### config.mk
export PLATFORM = sky130hd
export DESIGN_NAME = pinwheel_debug_regs
export DESIGN_NICKNAME = d
export VERILOG_FILES = /design/src/rtl/pinwheel_debug_pkg.sv /design/src/rtl/pinwheel_byte_fifo.sv /design/src/rtl/pinwheel_debug_regs.sv
export SDC_FILE = /design/constraint.sdc
export NUM_CORES = 1
export LEC_CHECK = 0
export CAP_MARGIN = 15
export CORE_MARGIN = 5
export CORE_UTILIZATION = 35
export CTS_BUF_LIST = sky130_fd_sc_hd__clkbuf_16
export CTS_CLUSTER_DIAMETER = 150
export DETAILED_ROUTE_END_ITERATION = 12
export DONT_BUFFER_PORTS = 1
export SLEW_MARGIN = 15
export SYNTH_ARGS = -nofsm -noshare
export SYNTH_HDL_FRONTEND = slang
export SYNTH_SLANG_ARGS = --single-unit
### constraint.sdc
create_clock -name clock -period 2.9 [get_ports clock]
set_clock_uncertainty 0.15 [all_clocks]
set_input_delay 0.145 -clock clock [delete_from_list [all_inputs] [get_ports clock]]
set_output_delay 0.145 -clock clock [all_outputs]
set_load 0.02 [all_outputs]
### src/rtl/pinwheel_debug_pkg.sv
// Shared constants for the pinwheel debug-register window: register word
// indices, STATUS bit layout and the default address tag.
package pinwheel_debug_pkg;

  localparam logic [3:0] DBG_BASE_TAG = 4'hF;

  // Word indices (bus_addr[7:2]) of the debug registers.
  localparam logic [5:0] DBG_CONSOLE_TX = 6'h00;
  localparam logic [5:0] DBG_STATUS     = 6'h01;
  localparam logic [5:0] DBG_TICKS_LO   = 6'h02;
  localparam logic [5:0] DBG_TICKS_HI   = 6'h03;
  localparam logic [5:0] DBG_SCRATCH    = 6'h04;
  localparam logic [5:0] DBG_TOHOST     = 6'h05;

  localparam int STATUS_EMPTY_BIT    = 0;
  localparam int STATUS_FULL_BIT     = 1;
  localparam int STATUS_OVERFLOW_BIT = 2;
  localparam int STATUS_COUNT_LSB    = 8;

endpackage

### src/rtl/pinwheel_byte_fifo.sv
// Console byte FIFO: power-of-two depth, wrapping pointers, drops pushes
// that arrive while full with no pop, and records that in a sticky flag.
module pinwheel_byte_fifo #(
  parameter int DEPTH = 8,
  localparam int AW = $clog2(DEPTH),
  localparam int CW = $clog2(DEPTH) + 1
) (
  input  logic          clock,
  input  logic          reset_n,
  input  logic          push,
  input  logic [7:0]    push_data,
  input  logic          pop_ready,
  input  logic          overflow_clr,
  output logic          valid,
  output logic [7:0]    head_data,
  output logic [CW-1:0] count,
  output logic          full,
  output logic          empty,
  output logic          overflow
);

  // Handshake: valid (count != 0) with head_data held stable until the sink
  // raises pop_ready; a byte leaves exactly on a cycle with valid && pop_ready.
  logic [7:0]    mem [DEPTH];
  logic [AW-1:0] rd_ptr;
  logic [AW-1:0] wr_ptr;
  logic          pop;
  logic          push_ok;

  assign valid     = (count != '0);
  assign empty     = (count == '0);
  assign full      = (count == CW'(DEPTH));
  assign head_data = mem[rd_ptr];
  assign pop       = valid && pop_ready;
  assign push_ok   = push && (!full || pop);

  always_ff @(posedge clock) begin
    if (push_ok) mem[wr_ptr] <= push_data;
  end

  always_ff @(posedge clock or negedge reset_n) begin
    if (!reset_n) begin
      rd_ptr   <= '0;
      wr_ptr   <= '0;
      count    <= '0;
      overflow <= 1'b0;
    end else begin
      if (push_ok) wr_ptr <= wr_ptr + AW'(1);
      if (pop)     rd_ptr <= rd_ptr + AW'(1);
      case ({push_ok, pop})
        2'b10:   count <= count + CW'(1);
        2'b01:   count <= count - CW'(1);
        default: count <= count;
      endcase
      // A dropped push outranks a same-cycle software clear.
      if (push && !push_ok)  overflow <= 1'b1;
      else if (overflow_clr) overflow <= 1'b0;
    end
  end

endmodule

### src/rtl/pinwheel_debug_regs.sv
// Debug-register responder for the pinwheel 0xFxxxxxxx data-bus window.
// Optional TOHOST register and test_done/test_pass ports: PINWHEEL_DEBUG_TOHOST_EN.
module pinwheel_debug_regs
  import pinwheel_debug_pkg::*;
#(
  parameter int         FIFO_DEPTH = 8,
  parameter logic [3:0] BASE_TAG   = DBG_BASE_TAG
) (
  input  logic        clock,
  input  logic        reset_n,
  input  logic [31:0] bus_addr,
  input  logic [31:0] bus_wdata,
  input  logic [3:0]  bus_wmask,
  input  logic        bus_wren,
  output logic [31:0] bus_rdata,
  output logic        console_valid,
  output logic [7:0]  console_data,
  input  logic        console_ready,
`ifdef PINWHEEL_DEBUG_TOHOST_EN
  output logic        test_done,
  output logic        test_pass,
`endif
  output logic        irq_overflow
);

  localparam int CW = $clog2(FIFO_DEPTH) + 1;

  logic          cs;
  logic          wr;
  logic [5:0]    reg_idx;
  logic [CW-1:0] fifo_count;
  logic [8:0]    count_wide;
  logic          fifo_full;
  logic          fifo_empty;
  logic          overflow;
  logic          tx_push;
  logic          ovf_clr;
  logic [63:0]   ticks;
  logic [31:0]   shadow_hi;
  logic [31:0]   scratch;
  logic [31:0]   status_val;
  logic [31:0]   rd_val;
  logic          unused_addr_bits;

  assign cs      = (bus_addr[31:28] == BASE_TAG);
  assign wr      = cs && bus_wren;
  assign reg_idx = bus_addr[7:2];
  assign tx_push = wr && (reg_idx == DBG_CONSOLE_TX) && bus_wmask[0];
  assign ovf_clr = wr && (reg_idx == DBG_STATUS) && bus_wmask[0] &&
                   bus_wdata[STATUS_OVERFLOW_BIT];
  // Upper address bits alias the window; byte offset is meaningless.
  assign unused_addr_bits = ^{bus_addr[27:8], bus_addr[1:0]};

  pinwheel_byte_fifo #(.DEPTH(FIFO_DEPTH)) u_fifo (
    .clock        (clock),
    .reset_n      (reset_n),
    .push         (tx_push),
    .push_data    (bus_wdata[7:0]),
    .pop_ready    (console_ready),
    .overflow_clr (ovf_clr),
    .valid        (console_valid),
    .head_data    (console_data),
    .count        (fifo_count),
    .full         (fifo_full),
    .empty        (fifo_empty),
    .overflow     (overflow)
  );

  assign irq_overflow = overflow;
  assign count_wide   = 9'(fifo_count);

  always_comb begin
    status_val = '0;
    status_val[STATUS_COUNT_LSB +: 8]  = count_wide[7:0];
    status_val[STATUS_OVERFLOW_BIT]    = overflow;
    status_val[STATUS_FULL_BIT]        = fifo_full;
    status_val[STATUS_EMPTY_BIT]       = fifo_empty;
  end

`ifdef PINWHEEL_DEBUG_TOHOST_EN
  logic [31:0] tohost;

  always_ff @(posedge clock or negedge reset_n) begin
    if (!reset_n) begin
      tohost    <= '0;
      test_done <= 1'b0;
      test_pass <= 1'b0;
    end else if (wr && (reg_idx == DBG_TOHOST)) begin
      tohost    <= bus_wdata;
      test_pass <= (bus_wdata == 32'd1);
      if (bus_wdata != '0) test_done <= 1'b1;
    end
  end
`endif

  always_comb begin
    rd_val = '0;
    case (reg_idx)
      DBG_STATUS:   rd_val = status_val;
      DBG_TICKS_LO: rd_val = ticks[31:0];
      DBG_TICKS_HI: rd_val = shadow_hi;
      DBG_SCRATCH:  rd_val = scratch;
`ifdef PINWHEEL_DEBUG_TOHOST_EN
      DBG_TOHOST:   rd_val = tohost;
`endif
      default:      rd_val = '0;
    endcase
  end

  always_ff @(posedge clock or negedge reset_n) begin
    if (!reset_n) begin
      bus_rdata <= '0;
      ticks     <= '0;
      shadow_hi <= '0;
      scratch   <= '0;
    end else begin
      bus_rdata <= cs ? rd_val : '0;
      ticks     <= ticks + 64'd1;
      // Reading LO freezes HI so a LO-then-HI pair is tear-free.
      if (cs && (reg_idx == DBG_TICKS_LO)) shadow_hi <= ticks[63:32];
      if (wr && (reg_idx == DBG_SCRATCH)) begin
        for (int b = 0; b < 4; b++) begin
          if (bus_wmask[b]) scratch[8*b +: 8] <= bus_wdata[8*b +: 8];
        end
      end
    end
  end

endmodule

==> After elaboration in Yosys (flattened, before gate mapping) <==
Memories as Yosys holds them, arrays and structs flattened.
Cells that the tools add are included.
{ "word_totals": {"regBits": 171, "mem_bits_rw": 64, "inputBits": 72, "output_inout_bits": 42, "word_cells": 55, "n_memories": 1} }
{ "memory_table": {"columns": ["memory", "words", "width", "read_ports", "rd_ports_with_merged_regs", "wr", "line_no", "source"], "rows": [
  ["u_fifo.mem", 8, 8, 1, 0, 1, "pinwheel_byte_fifo.sv:24", "logic [7:0] mem [DEPTH];"]
]} }
{ "classes": {"n_addsub": 5, "eq_ne": 8, "n_mux": 7, "reduce_logical": 23} }
{ "op_table": {"columns": ["cell", "n"], "rows": [
  ["32-bit case mux with 4 select lines", 1],
  ["64-bit by 1-bit adder with 64-bit output, second input constant", 1],
  ["32-bit 2-to-1 mux", 1],
  ["6-bit by 2-bit equality test with 1-bit output, second input constant", 2],
  ["1-bit logical AND", 11],
  ["4-bit equality test, second input constant", 2],
  ["4-bit case mux with 2 select lines", 1],
  ["2-bit AND reduction", 4],
  ["3-bit by 1-bit adder with 3-bit output, second input constant", 2],
  ["6-bit by 1-bit equality test with 1-bit output, second input constant", 1],
  ["6-bit by 3-bit equality test with 1-bit output, second input constant", 1],
  ["6-bit logical NOT", 1],
  ["4-bit by 1-bit adder with 4-bit output, second input constant", 1],
  ["4-bit logical NOT", 1],
  ["1-bit 2-to-1 mux", 4],
  ["2-bit nonzero test", 2],
  ["4-bit nonzero test", 1],
  ["4-bit by 1-bit subtractor with 4-bit output, second input constant", 1],
  ["2-bit by 1-bit equality test with 1-bit output, second input constant", 1],
  ["2-bit equality test, second input constant", 1],
  ["1-bit logical NOT", 2],
  ["1-bit logical OR", 1]
]} }

==> Depth between registers and ports, before layout <==
Gate-level depths: netlist of run 1.
{ "logic_depth": {"word_depth": 8, "depth_mapped": 10, "mapped_depth_nobuf": 9} }

==> Modules after synthesis <==
From an unflattened synthesis of run 1, not the netlist that was laid out.
{ "hier_totals": {"cells_unflattened": 717, "hier_area_um2": 9900.7} }
{ "by_module_without_submodules": {"columns": ["module", "instances", "cells_each", "area_per_inst_um2", "seq_area_each_um2"], "rows": [
  ["pinwheel_debug_regs", 1, 555, 6795.3, 4003.8],
  ["pinwheel_byte_fifo", 1, 162, 3105.5, 2197.1]
]} }

==> Least setup slack after synthesis of run 1 <==
OpenSTA, ideal clock, no wires.
{ "synth_timing": {"kind": "register to register", "start": "reg u_fifo.count[3]", "end": "reg u_fifo.count[3]", "setup_ns": 0.079, "t_arrival_ns": 2.313, "required_time_ns": 2.671, "slack_ns": 0.358, "path_stages_with_launch": 10, "n_path_buf": 1, "synth_period_minus_slack_ns": 2.542, "cell_sequence": "dfrtp_1 or4_1 clkbuf_1 nand3_1 inv_1 ha_1 a21o_1 a21oi_1 mux2i_1 xor2_1"} }
{ "synth_via": {"elab_chain_len": 6, "elab_cells_between_ends": 12, "cone_classes": "2 x add/sub; 3 x eq/ne; 1 x mux; 6 x reduce/logical"} }
{ "synth_rtl": {"columns": ["element", "line_no", "source"], "rows": [
  ["start, declared", "pinwheel_byte_fifo.sv:16", "output logic [CW-1:0] count,"],
  ["start signal, assigned", "pinwheel_byte_fifo.sv:51", "2'b10: count <= count + CW'(1);"],
  ["start signal, assigned", "pinwheel_byte_fifo.sv:52", "2'b01: count <= count - CW'(1);"],
  ["start signal, assigned", "pinwheel_byte_fifo.sv:53", "default: count <= count;"],
  ["4-bit nonzero test *", "pinwheel_byte_fifo.sv:30", "assign valid = (count != '0);"],
  ["named net console_valid", "pinwheel_debug_regs.sv:16", "output logic console_valid,"],
  ["1-bit logical AND *", "pinwheel_byte_fifo.sv:34", "assign pop = valid && pop_ready;"],
  ["1-bit logical OR", "pinwheel_byte_fifo.sv:35", "assign push_ok = push && (!full || pop);"],
  ["1-bit logical AND", "pinwheel_byte_fifo.sv:35", null],
  ["2-bit by 1-bit equality test with 1-bit output or 2-bit equality test (tied branches)", "pinwheel_byte_fifo.sv:50", "case ({push_ok, pop})"],
  ["4-bit case mux with 2 select lines or 2-bit nonzero test (tied branches)", null, null]
]} }
The timed path passes the listed nets; every way through them passes the cells marked *.
A chain may end at the register's enable or synchronous reset.

==> Worst setup path after layout of run 1 <==
{ "layout_timing": {"start": "in bus_addr[6]", "end": "reg u_fifo.count[3]"} }
{ "layout_via": {"elab_chain_len": 6, "elab_cells_between_ends": 8, "cone_classes": "2 x eq/ne; 1 x mux; 5 x reduce/logical"} }
{ "layout_rtl": {"columns": ["element", "line_no", "source"], "rows": [
  ["start, declared", "pinwheel_debug_regs.sv:11", "input logic [31:0] bus_addr,"],
  ["6-bit logical NOT *", "pinwheel_debug_regs.sv:48", "assign tx_push = wr && (reg_idx == DBG_CONSOLE_TX) && bus_wmask[0];"],
  ["1-bit logical AND * (2 in a row)", "pinwheel_debug_regs.sv:48", null],
  ["1-bit logical AND *", "pinwheel_byte_fifo.sv:35", null],
  ["2-bit by 1-bit equality test with 1-bit output or 2-bit equality test (tied branches)", "pinwheel_byte_fifo.sv:50", null],
  ["4-bit case mux with 2 select lines or 2-bit nonzero test (tied branches)", null, null]
]} }
Mark *: on every way between the ends. The rest lies on a longest branch, timed or not.

==> run_results.csv, run 1 <==
group,metric,value,unit
detailed_routing,drt_iter0_markers,452,
sta,min_period_over_period,94.1,%
floorplan,start_util,35.4,%
detailed_routing,vias_per_cell,5.06,
global_route,grt_usage,13.4,%
synth,synthTopCellsByCount,"dfrtp_1, edfxtp_1, mux2_2",
sta,finalSetupViolCount,0,
worst_setup_path,critPathSlowestCell,"dlygate4sd3_1",
floorplan,fp.dieW,178,microns
pwr,vdd_drop_max,0.000368,V
clock_tree,hold_buffers,66,
synth,synth_top_area_cell,"dfrtp_1",
sta,finalCriticalPeriod,2.73,ns
worst_setup_path,worst-path-max-fanout,4,
global_route,grt_max_degree,172,
placement,port-buffer-count,0,
clock_tree,clockRootBuffer,"clkbuf_16",
detailed_routing,drc_errors,0,
synth,synth_area_per_cell,14.0,sq um
synth,synth_fp_nets,778,
run_status,violations,"hold timing",
detailed_routing,detail_route.wl_per_cell,18.0,microns
min_path,min_path_type,"input pin to asynchronous set/reset pin",
synth,yosysWarnings,0,
worst_setup_path,path_buf_inv,3,
clock_tree,cts_tree,"done",
clock_tree,cts_max_path_buffers,3,
job,cap_viol_max_count,0,
final_layout,insertedDiodeCount,0,
run_status,outcome,"finished with violations",
final_layout,drive_gt1_share,17.8,%
worst_setup_path,end_kind,"flop",
worst_setup_path,cp_slowest_stage_delay,0.64,ns
pwr,p_leak,5.08,nW
sta,worstMarginPinSlew,0.793,ns
synth,synth_cells,700,
global_route,grt_pass1_wl,34300,microns
synth,synth_top_cell_area_share,43.5,%
clock_tree,htreeDepth,1,
worst_setup_path,crit_top_cell,"dlygate4sd3_1",
sta,hold-worst-slack,-0.838,ns
synth,syn_area,0.00983,sq mm
synth,synth_edf_count,64,
floorplan,die_h,178,microns
synth,netlist_top_cells_area,"dfrtp_1, edfxtp_1, mux2_2, mux4_2, xor2_1",
clock_tree,cts_sinks,235,
detailed_routing,drt_wl_total,21200,microns
worst_setup_path,critical_path.startpoint_type,"input pin",
detailed_routing,firstDrtPassIters,7,
floorplan,dieArea,0.0316,sq mm
synth,ys_types,42,
clock_tree,clkLatencyLatePin,0.52,ns
final_layout,final_nets,857,
clock_tree,numCtsBuffers,25,
global_route,grt_pass1_vias,6220,
detailed_routing,vias,5948,
sta,drv_slew,0,
worst_setup_path,path_cells,"dlygate4sd3_1, nor4_2, dlygate4sd3_1, nand4_1, nand3_1, inv_1, ha_1, a21o_1, a21oi_1, mux2i_1, xor2_1",
pwr,total_power,0.00752,W
floorplan,fp.coreArea,0.0278,sq mm
clock_tree,post_cts_buffers,0,
synth,synth-main-ff-cell,"dfrtp_1",
placement,gp_congestion,0.785,
detailed_routing,postRouteAntennaNets,0,
sta,fin_tns_setup,0,ns
sta,relSlewSlack,47.2,%
worst_setup_path,required,3.19,ns
synth,yosysMostFrequentCell,"dfrtp_1",
synth,seq_area_frac_synth,63.1,%
final_layout,syn_to_final_growth,19.5,%
worst_setup_path,cp_top_family,"buffers and inverters",
floorplan,ioPinCount,114,
global_route,grt_overflow_total,0,
clock_tree,clk_pin_slew,0.06,ns
sta,grt_setup_unrepaired,"false",
global_route,grt_antenna_before_repair,0,
floorplan,rows,61,
synth,yosys_register_bits,235,
worst_setup_path,worstPathArrival,3.01,ns
sta,hold_viol,171,
worst_setup_path,criticalPathCategory,"input pin to flop",
clock_tree,ctsResizeCount,0,
sta,fmax,367,MHz
placement,dpl.hpwl,13900,microns
pwr,p_per_area,640,mW/mm^2
synth,synth-async-reset-ratio,72.8,%
[kinds of logic (layout without fill, tap and decap cells)]
logic type / after synthesis / after routing / synth area share [%]
multiplexers: 93 / 93 / 12.5
adder cells (fa/ha/maj): 6 / 6 / 0.840
AO/OA/AOI/OAI: 43 / 43 / 3.92
buffers and inverters: 41 / 139 / 1.88
XOR/XNOR: 70 / 70 / 6.23
flip-flops: 235 / 235 / 63.1
AND/OR/NAND/NOR: 212 / 212 / 11.6
[flip-flops by register name (all words and copies together) (netlist names)]
| signal | flops |
|---|---|
| shadow_hi | 32 |
| u_fifo.mem | 64 |
| u_fifo.wr_ptr | 3 |
| ticks | 64 |
| u_fifo.overflow | 1 |
| u_fifo.count | 4 |
| bus_rdata | 32 |
| scratch | 32 |
| u_fifo.rd_ptr | 3 |
[layer usage]
layer / GRT usage [%] / vias to the layer above / wire [microns]
li1: - / 2770 / -
met1: 18.0 / 3011 / 9390
met2: 22.6 / 134 / 10400
met3: 2.54 / 33 / 950
met4: 3.42 / 0 / 490
met5: 0 / - / 0
[stage by stage]
| step | area (sq um) | std cells | hold WS [ns] | utilization [%] | worst slack [ns] |
|---|---|---|---|---|---|
| floorplan | 9830 | 700 | -0.301 | - | 0.358 |
| global placement | 10300 | 1064 | -0.293 | 37.0 | 0.456 |
| detailed placement | 10300 | 1064 | -0.294 | 37.0 | 0.431 |
| CTS | 11800 | 1176 | -0.856 | 42.3 | 0.192 |
| global route | 11800 | 1176 | -0.867 | 42.3 | 0.0105 |
| finish | 11800 | 1176 | -0.838 | 42.3 | 0.172 |
[where the power goes]
| group | switching, W | internal (W) |
|---|---|---|
| clock | 0.00128 | 0.00183 |
| sequential | 0.000130 | 0.00346 |
| combinational | 0.000383 | 0.000435 |
| total | 0.00179 | 0.00573 |
[cells in the final DEF (no fill, tap or decap), types with 20 or more instances in the layout]
cell type      instances
dfrtp_1              171
edfxtp_1              64
dlygate4sd3_1         66
clkbuf_16             25
xnor2_1               32
a222oi_1              32
xor2_1                38
nand4_1               20
nand3_1               31
nand2_1               35
nor2_1                54
mux2_2                60
[worst paths after layout]
| check | startpoint | to | slack (ns) | cells after the start |
|---|---|---|---|---|
| max | bus_addr[6] | u_fifo.count[3]$_DFFE_PN0P_ | 0.17 | 11 |
| max in group asynchronous | reset_n | scratch[31]$_DFFE_PN0P_ | 3.19 | 0 |
| max reg2reg | u_fifo.count[3]$_DFFE_PN0P_ | u_fifo.count[3]$_DFFE_PN0P_ | 0.44 | 8 |
| min in group clock | bus_addr[5] | u_fifo.count[3]$_DFFE_PN0P_ | 0.05 | 5 |
| min | reset_n | bus_rdata[16]$_DFF_PN0_ | -0.84 | 0 |
| min reg2reg | ticks[63]$_DFF_PN0_ | ticks[63]$_DFF_PN0_ | 0.32 | 1 |
[layout make-up]
type | instances | area, sq um
inverters | 9 | 33.8
multi-input cells | 424 | 3450
fillers | 2596 | 16000
clock buffers | 25 | 626
flip-flops and latches | 235 | 6200
repair buffers | 84 | 796
well taps | 378 | 473
clock inverters | 21 | 178
Power figures use the tool's default switching activity.
==> run 2, diff against run 1 <==
==> constraint.sdc (replaced) <==
create_clock -name clock -period 2.9 [get_ports clock]
set_clock_uncertainty 0.15 [all_clocks]
set_input_delay 0.29 -clock clock [delete_from_list [all_inputs] [get_ports clock]]
set_output_delay 0.29 -clock clock [all_outputs]
set_load 0.02 [all_outputs]
==> run_results.csv, run 2 (synthesis gave the netlist of run 1 again) <==
group,metric,value,unit
placement,gp_congestion,0.772,
detailed_routing,drt_iter0_markers,431,
sta,finalCriticalPeriod,2.82,ns
worst_setup_path,worst-path-max-fanout,2,
worst_setup_path,reg2reg_depth,5,
sta,worstMarginPinSlew,0.775,ns
clock_tree,cts_max_path_buffers,3,
floorplan,start_util,35.4,%
sta,hold-worst-slack,-0.701,ns
worst_setup_path,required,3.21,ns
pwr,vdd_drop_max,0.000441,V
global_route,grt_max_degree,172,
detailed_routing,drt_wl_total,21400,microns
final_layout,num-fill-cells,2644,
clock_tree,clockRootBuffer,"clkbuf_16",
run_status,outcome,"finished with violations",
global_route,grt_antenna_before_repair,0,
clock_tree,cts_sinks,235,
detailed_routing,vias,5884,
floorplan,rows,61,
floorplan,fp.coreArea,0.0278,sq mm
clock_tree,numCtsBuffers,27,
global_route,grt_pass1_wl,34900,microns
worst_setup_path,critical_path.startpoint_type,"input pin",
clock_tree,htreeDepth,1,
pwr,p_per_area,650,mW/mm^2
clock_tree,clkLatencyLatePin,0.53,ns
detailed_routing,postRouteAntennaNets,0,
floorplan,die_h,178,microns
clock_tree,cts_tree,"done",
global_route,grt_usage,13.7,%
final_layout,layout_common_cells,"dfrtp_1, edfxtp_1, mux2_2",
final_layout,drive_gt1_share,18.2,%
run_status,violations,"hold timing",
final_layout,reg_top3,"ticks: 64 flops, u_fifo.mem: 64 flops",
detailed_routing,detail_route.wl_per_cell,18.6,microns
final_layout,fin_util,41.5,%
detailed_routing,vias_per_cell,5.11,
clock_tree,clk_pin_slew,0.06,ns
detailed_routing,drc_errors,0,
final_layout,final_nets,835,
final_layout,insertedDiodeCount,0,
worst_setup_path,criticalPathCategory,"input pin to flop",
placement,dpl.hpwl,14100,microns
floorplan,fp.dieW,178,microns
sta,relSlewSlack,48.4,%
global_route,grt_pass1_vias,6276,
sta,min_period_over_period,97.3,%
final_layout,regArea,0.00620,sq mm
sta,fmax,354,MHz
job,cap_viol_max_count,0,
floorplan,dieArea,0.0316,sq mm
final_layout,syn_to_final_growth,17.1,%
pwr,p_leak,4.91,nW
min_path,min_path_type,"input pin to asynchronous set/reset pin",
final_layout,final_common_cell,"dfrtp_1",
detailed_routing,firstDrtPassIters,6,
sta,hold_viol,171,
placement,port-buffer-count,0,
global_route,grt_overflow_total,0,
sta,drv_slew,0,
sta,fin_tns_setup,0,ns
sta,finalSetupViolCount,0,
worst_setup_path,worstPathArrival,3.13,ns
floorplan,ioPinCount,114,
worst_setup_path,end_kind,"flop",
final_layout,multi_input_comb_area,0.00347,sq mm
[run 2: cell types whose count changed in the layout (fill, tap and decap cells not counted), sizes merged]
| cell | before | now |
|---|---|---|
| dlygate4sd3 | 66 | 42 |
| clkinv | 7 | 10 |
| bufinv | 3 | 1 |
| clkbuf | 25 | 27 |
| clkinvlp | 3 | 1 |
| inv | 17 | 16 |
[run 2: critical path, stage by stage]
cell and delay, ns:
dlygate4sd3_1 0.57, nor4_4 0.29, dlygate4sd3_1 0.58, nand4_1 0.13, dlygate4sd3_1 0.59, o2bb2ai_1 0.12
dlygate4sd3_1 0.56
[run 2: power breakdown]
part / internal (W) / leakage, nW / switching, W
Combinational: 0.000443 / 1.57 / 0.000401
Clock: 0.00176 / 0.404 / 0.00128
Sequential: 0.00346 / 2.93 / 0.000133
[run 2: cell type report]
type                    count  area share, %
flip-flops and latches    235           53.8
multi-input cells         424           30.1
clock buffers              27           5.87
repair buffers             60           4.82
well taps                 378           4.11
clock inverters            19          0.978
inverters                   9          0.293
[run 2: final timing paths]
kind                                                    end                         from  slack (ns)
worst min register to register          ticks[63]$_DFF_PN0_          ticks[63]$_DFF_PN0_        0.33
max in group asynchronous            bus_rdata[6]$_DFF_PN0_                      reset_n        3.12
worst max register to register       bus_rdata[0]$_DFF_PN0_  u_fifo.count[3]$_DFFE_PN0P_        0.35
min in group clock                  scratch[23]$_DFFE_PN0P_                 bus_wmask[2]        0.11
worst min-delay path                bus_rdata[16]$_DFF_PN0_                      reset_n       -0.70
worst max-delay path            u_fifo.overflow$_DFFE_PN0P_                  bus_addr[6]        0.08
[run 2: what timing repair did]
item                       4_1_cts  5_1_grt
resized for setup                0        3
hold endpoints to repair       278      172
hold buffers                    41        1
buffers inserted                 0        2
setup endpoints to repair        0        2
[run 2: through the flow]
| stage | std cells | hold WS, ns | power (W) | area (sq um) | worst slack [ns] |
|---|---|---|---|---|---|
| finish | 1152 | -0.701 | 0.00748 | 11500 | 0.0772 |
| CTS | 1149 | -0.719 | 0.00756 | 11500 | 0.0545 |
| global route | 1152 | -0.730 | 0.00780 | 11500 | -0.0377 |
| global placement | 1062 | -0.148 | 0.00441 | 10300 | 0.453 |
| floorplan | 700 | -0.156 | 0.00429 | 9830 | 0.358 |
| detailed placement | 1062 | -0.150 | 0.00442 | 10300 | 0.412 |
[run 2: per-layer routing]
layer | track usage, % | part of all wire, % | vias up
met5 | 0 | 0 | -
met4 | 3.51 | 2.6 | 0
li1 | - | - | 2719
met2 | 23.2 | 49 | 121
met1 | 18.2 | 44 | 3009
met3 | 2.73 | 4.5 | 35
